===== src/rtl/mem_write_back.sv =====
// Write-back stage: retires reg/branch results, performs load/store
// accesses over a valid/ready memory port, and drives rd and PC redirect.
module mem_write_back #(
    parameter int XLEN   = 32,
    parameter int REG_AW = 5
) (
    input  logic              iClk,
    input  logic              iRst,
    input  logic              iOpValid,
    output logic              oOpReady,
    input  logic [1:0]        iOpKind,
    input  logic [REG_AW-1:0] iRd,
    input  logic [XLEN-1:0]   iResult,
    input  logic [XLEN-1:0]   iStoreData,
    input  logic [2:0]        iFunct3,
    input  logic              iBranchTaken,
    input  logic [XLEN-1:0]   iBranchTarget,
    input  logic [XLEN-1:0]   iLinkPc,
    output logic              oMemValid,
    input  logic              iMemReady,
    output logic              oMemWe,
    output logic [XLEN-1:0]   oMemAddr,
    output logic [XLEN-1:0]   oMemWData,
    output logic [3:0]        oMemBe,
    input  logic              iMemRValid,
    input  logic [XLEN-1:0]   iMemRData,
    output logic              oRdWe,
    output logic [REG_AW-1:0] oRdAddr,
    output logic [XLEN-1:0]   oRdData,
    output logic              oPcLoad,
    output logic [XLEN-1:0]   oPcTarget,
    output logic              oMisaligned
);

    typedef enum logic [1:0] {
        IDLE,
        MEM_REQ,
        MEM_WAIT
    } state_t;

    localparam logic [1:0] KIND_REG    = 2'd0;
    localparam logic [1:0] KIND_STORE  = 2'd2;
    localparam logic [1:0] KIND_BRANCH = 2'd3;

    state_t              state;
    logic [2:0]          ldFunct3;
    logic [1:0]          ldOff;
    logic [REG_AW-1:0]   ldRd;
    logic                misaligned;
    logic [3:0]          reqBe;
    logic [XLEN-1:0]     reqWData;
    logic [XLEN-1:0]     shifted;
    logic [XLEN-1:0]     loadVal;

    assign oOpReady = (state == IDLE);

    // Unknown size encodings are rejected through the misaligned path
    always_comb begin
        misaligned = 1'b0;
        case (iFunct3)
            3'b000, 3'b100: misaligned = 1'b0;
            3'b001, 3'b101: misaligned = iResult[0];
            3'b010:         misaligned = |iResult[1:0];
            default:        misaligned = 1'b1;
        endcase
    end

    always_comb begin
        reqBe    = 4'b1111;
        reqWData = iStoreData;
        case (iFunct3[1:0])
            2'b00: begin
                reqBe    = 4'b0001 << iResult[1:0];
                reqWData = {(XLEN/8){iStoreData[7:0]}};
            end
            2'b01: begin
                reqBe    = iResult[1] ? 4'b1100 : 4'b0011;
                reqWData = {(XLEN/16){iStoreData[15:0]}};
            end
            default: begin
                reqBe    = 4'b1111;
                reqWData = iStoreData;
            end
        endcase
    end

    assign shifted = iMemRData >> {ldOff, 3'b000};

    always_comb begin
        loadVal = shifted;
        case (ldFunct3)
            3'b000:  loadVal = {{(XLEN-8){shifted[7]}}, shifted[7:0]};
            3'b001:  loadVal = {{(XLEN-16){shifted[15]}}, shifted[15:0]};
            3'b100:  loadVal = {{(XLEN-8){1'b0}}, shifted[7:0]};
            3'b101:  loadVal = {{(XLEN-16){1'b0}}, shifted[15:0]};
            default: loadVal = shifted;
        endcase
    end

    always_ff @(posedge iClk) begin
        if (!iRst) begin
            state       <= IDLE;
            oMemValid   <= 1'b0;
            oMemWe      <= 1'b0;
            oMemAddr    <= '0;
            oMemWData   <= '0;
            oMemBe      <= '0;
            oRdWe       <= 1'b0;
            oRdAddr     <= '0;
            oRdData     <= '0;
            oPcLoad     <= 1'b0;
            oPcTarget   <= '0;
            oMisaligned <= 1'b0;
            ldFunct3    <= '0;
            ldOff       <= '0;
            ldRd        <= '0;
        end else begin
            oRdWe       <= 1'b0;
            oPcLoad     <= 1'b0;
            oMisaligned <= 1'b0;
            case (state)
                IDLE: begin
                    if (iOpValid) begin
                        case (iOpKind)
                            KIND_REG: begin
                                oRdWe   <= |iRd;
                                oRdAddr <= iRd;
                                oRdData <= iResult;
                            end
                            KIND_BRANCH: begin
                                oPcLoad   <= iBranchTaken;
                                oPcTarget <= iBranchTarget;
                                oRdWe     <= |iRd;
                                oRdAddr   <= iRd;
                                oRdData   <= iLinkPc;
                            end
                            default: begin
                                if (misaligned) begin
                                    oMisaligned <= 1'b1;
                                end else begin
                                    state     <= MEM_REQ;
                                    oMemValid <= 1'b1;
                                    oMemWe    <= (iOpKind == KIND_STORE);
                                    oMemAddr  <= {iResult[XLEN-1:2], 2'b00};
                                    oMemBe    <= reqBe;
                                    oMemWData <= reqWData;
                                    ldFunct3  <= iFunct3;
                                    ldOff     <= iResult[1:0];
                                    ldRd      <= iRd;
                                end
                            end
                        endcase
                    end
                end
                MEM_REQ: begin
                    if (iMemReady) begin
                        oMemValid <= 1'b0;
                        state     <= oMemWe ? IDLE : MEM_WAIT;
                    end
                end
                MEM_WAIT: begin
                    if (iMemRValid) begin
                        oRdWe   <= |ldRd;
                        oRdAddr <= ldRd;
                        oRdData <= loadVal;
                        state   <= IDLE;
                    end
                end
                default: state <= IDLE;
            endcase
        end
    end

endmodule


===== config.mk =====
export PLATFORM = sky130hd
export DESIGN_NAME = mem_write_back
export DESIGN_NICKNAME = d
export VERILOG_FILES = /design/src/rtl/mem_write_back.sv
export SDC_FILE = /design/constraint.sdc
export NUM_CORES = 1
export LEC_CHECK = 0
export ABC_AREA = 1
export CAP_MARGIN = 5
export CORE_MARGIN = 2
export CORE_UTILIZATION = 30
export CTS_CLUSTER_SIZE = 12
export DETAILED_ROUTE_END_ITERATION = 8
export SYNTH_ARGS = -nofsm -noshare
export SYNTH_HDL_FRONTEND = slang
export SYNTH_SLANG_ARGS = --single-unit

===== constraint.sdc =====
create_clock -name iClk -period 2.11 [get_ports iClk]
set_clock_uncertainty 0.1 [all_clocks]
set_input_delay 0.422 -clock iClk [delete_from_list [all_inputs] [get_ports iClk]]
set_output_delay 0.422 -clock iClk [all_outputs]
set_load 0.02 [all_outputs]

==> metrics.md <==
| Metric | Value |
|---|---|
| Req. time, crit path | `1.59 ns` |
| Root Buffer | `clkbuf_16` |
| Register bit count reported by yosys | `152` |
| Post-CTS Setup Inserts | `0` |
| Worst-path fanout max | `3` |
| Horiz. Die Dim | `158 um` |
| Core Box Area | `23,400 um^2` |
| Synthesized cell area | `7120 um^2` |
| Layout cells sized above 1 | `0.0798` |
| Endpoints failing setup | `0` |
| Filler Cell Count | `2,359` |
| Final wirelength | `28.5 mm` |
| Worst path slowest cell | `clkdlybuf4s50_1` |
| Post-synth top area share | `0.427` |
| Synth area leader | `dfxtp_1` |
| Status | `finished clean` |
| Fraction of registers with async set/reset | `0` |
| Syn. warnings | `0` |
| Max VDD drop | `0.506 mV` |
| H-tree Lvls | `4` |
| Post-DP HPWL | `21.5 mm` |
| Number of enable flip-flop cells after synthesis | `0` |
| Gr usage total | `0.220` |
| Crit end category | `primary output` |
| PortBufs | `316` |
| Post-synth top flop | `dfxtp_1` |
| Hold Vio Cnt, Final | `0` |
| Post-route ant nets | `0` |
| Tot Pwr | `0.00839 W` |
| RSZ-0062 raised after global routing | `false` |
| Gr ovfl total | `0` |
| Routed via count | `8,072` |
| DRC | `0` |
| Die Y-Extent | `158 um` |
| NumNets Final | `1,532` |
| R2R Setup Slk | `0.33 ns` |
| Sink Count | `152` |
| Slew margin rel. | `0.659` |
| Top cell types by occurrence after synthesis | `327 x nand2_1, 152 x dfxtp_1, 151 x a21oi_1, 97 x o21ai_0, 93 x nand3_1` |
| Most frequent cell after synthesis | `nand2_1` |
| Area delta synth->final | `60.4%` |
| CP top delay family | `buffers and inverters` |
| Hold_buf cts | `0` |
| Die area | `25,000 um^2` |
| Least-Margin Pin Slew | `0.511 ns` |
| Post-Syn Area per Cell | `6.85 um^2` |
| PD cells | `735 nW/um^2` |
| Largest net degree at the start of global routing | `62` |
| N_diodes | `0` |
| Reg clk slew, reported paths | `0.07 ns` |
| Worst setup SP type | `flip-flop` |
| Worst skew pair latency | `0.43 ns` |
| First-pass GRT wire length | `42.3 mm` |
| CP Buf/Inv Count | `1` |
| First drt pass iteration count | `5` |
| Gate Count Post-Synth | `1,040` |
| I/O Pins | `319` |
| Cts bufs inserted | `17` |
| Synth cell types | `33` |
| CP cell instances | `clkdlybuf4s50_1` |
| Post-CTS Resized | `1` |
| Post-layout minimum cycle time | `1.97 ns` |
| Setup CP Type | `flip-flop to primary output` |
| Post-DP Area | `10,800 um^2` |
| Fin crit share | `0.932` |
| Leak Pwr | `4.39 nW` |
| Clk buf depth | `2` |
| Slew Limit Fails | `0` |
| Arrival time at the worst endpoint | `1.44 ns` |
| Hold/Removal Path Class | `input pin to flip-flop` |
| Wire per inst | `16.9 um` |
| Finished Cell Area | `11,400 um^2` |
| Top area cells in the synthesized netlist | `dfxtp_1 43%, nand2_1 17%, a21oi_1 11%, o21ai_0 6.8%, nand3_1 6.5%` |
| Fmax | `509 MHz` |
| Rows | `56` |
| CP max stage delay | `0.66 ns` |
| GPL Wtd Cong | `0.880` |
| Vias in the first global route | `7,786` |
| DRT iter0 DRCs | `529` |
| Max-Cap Viols | `0` |
| Initial Util | `0.304` |
| Detailed-route vias per instance | `4.79` |
| Seq/Total Area, Yosys | `0.427` |
| CTS tree | `yes` |
| Initial antenna violation count | `0` |
[flip-flops by register name, summed over array words and instances (netlist names), 3 cells and up]
signal,flops
oRdAddr,5
ldFunct3,3
ldRd,5
oMemAddr,30
oMemWData,32
oMemBe,4
oPcTarget,32
oRdData,32
[final cells by class]
cell class                 instances  area [um^2]  area share
clock buffer                      18          439      0.0385
clock inverter                    14          138      0.0121
inverter                          47          178      0.0156
multi-input combinational        762         3490       0.305
sequential                       152         3040       0.266
tap                              319          399      0.0350
timing repair buffer             373         3730       0.327
[logic make-up (layout without fill, tap and decap cells)]
| logic type | after synthesis | after routing | share of synthesized area |
|---|---|---|---|
| AOI/OAI and AO/OA | 288 | 288 | 0.209 |
| adders and majority gates | 3 | 3 | 0.00527 |
| buffers and inverters | 127 | 452 | 0.0842 |
| DFF | 152 | 152 | 0.427 |
| other | 1 | 2 | 0.000527 |
| and+or+nand+nor | 469 | 469 | 0.274 |
[cell usage in the layout (no fill, tap or decap), drive strengths merged, types with 4 or more instances in the layout]
cell type      Yosys  layout
o211ai            10      10
a31oi              8       8
nand2            329     329
clkinvlp           0       4
buf               46      58
o21ai            116     116
clkdlybuf4s50      0     314
a21oi            151     151
dfxtp            152     152
nand3             94      94
nand4              5       5
clkbuf            34      18
clkinv             2       5
inv               45      51
nor2              36      36
[metal layers]
metal	share of wire	vias up	GRT usage
met3	0.082	31	0.0706
met5	0	-	0
met4	0.021	0	0.0704
met1	0.42	3700	0.260
met2	0.48	261	0.380
li1	-	4080	-
[power breakdown]
group	switching, W	internal (W)
logic	0.00115	0.00100
registers	0.000101	0.00307
clock network	0.00138	0.00168
total	0.00263	0.00576
[tightest hold or removal path, cell delays in order]
cell and delay (ns):
buf_2 0.13, buf_4 0.17, nand2_1 0.06, nor2_1 0.04
[worst paths after layout]
path                 start       endpoint  depth (start not counted)
min reg2reg  oPcTarget[11]  oPcTarget[11]                          2
min                   iRst        oPcLoad                          4
max reg2reg       ldOff[1]    oRdData[17]                          5
max                 oMemWe         oMemWe                          1
[stage by stage]
stage	cells	setup slack (ns)	utilization	hold slack, ns	TNS (ns)
floorplan	1041	0.422	-	0.339	0
global placement	1653	-0.232	0.463	0.348	-12.03
detailed placement	1653	-0.270	0.463	0.353	-16.11
CTS	1685	0.116	0.488	0.323	0
global route	1685	0.0698	0.488	0.339	0
finish	1685	0.144	0.488	0.336	0
(Power assumes the default switching activity.)
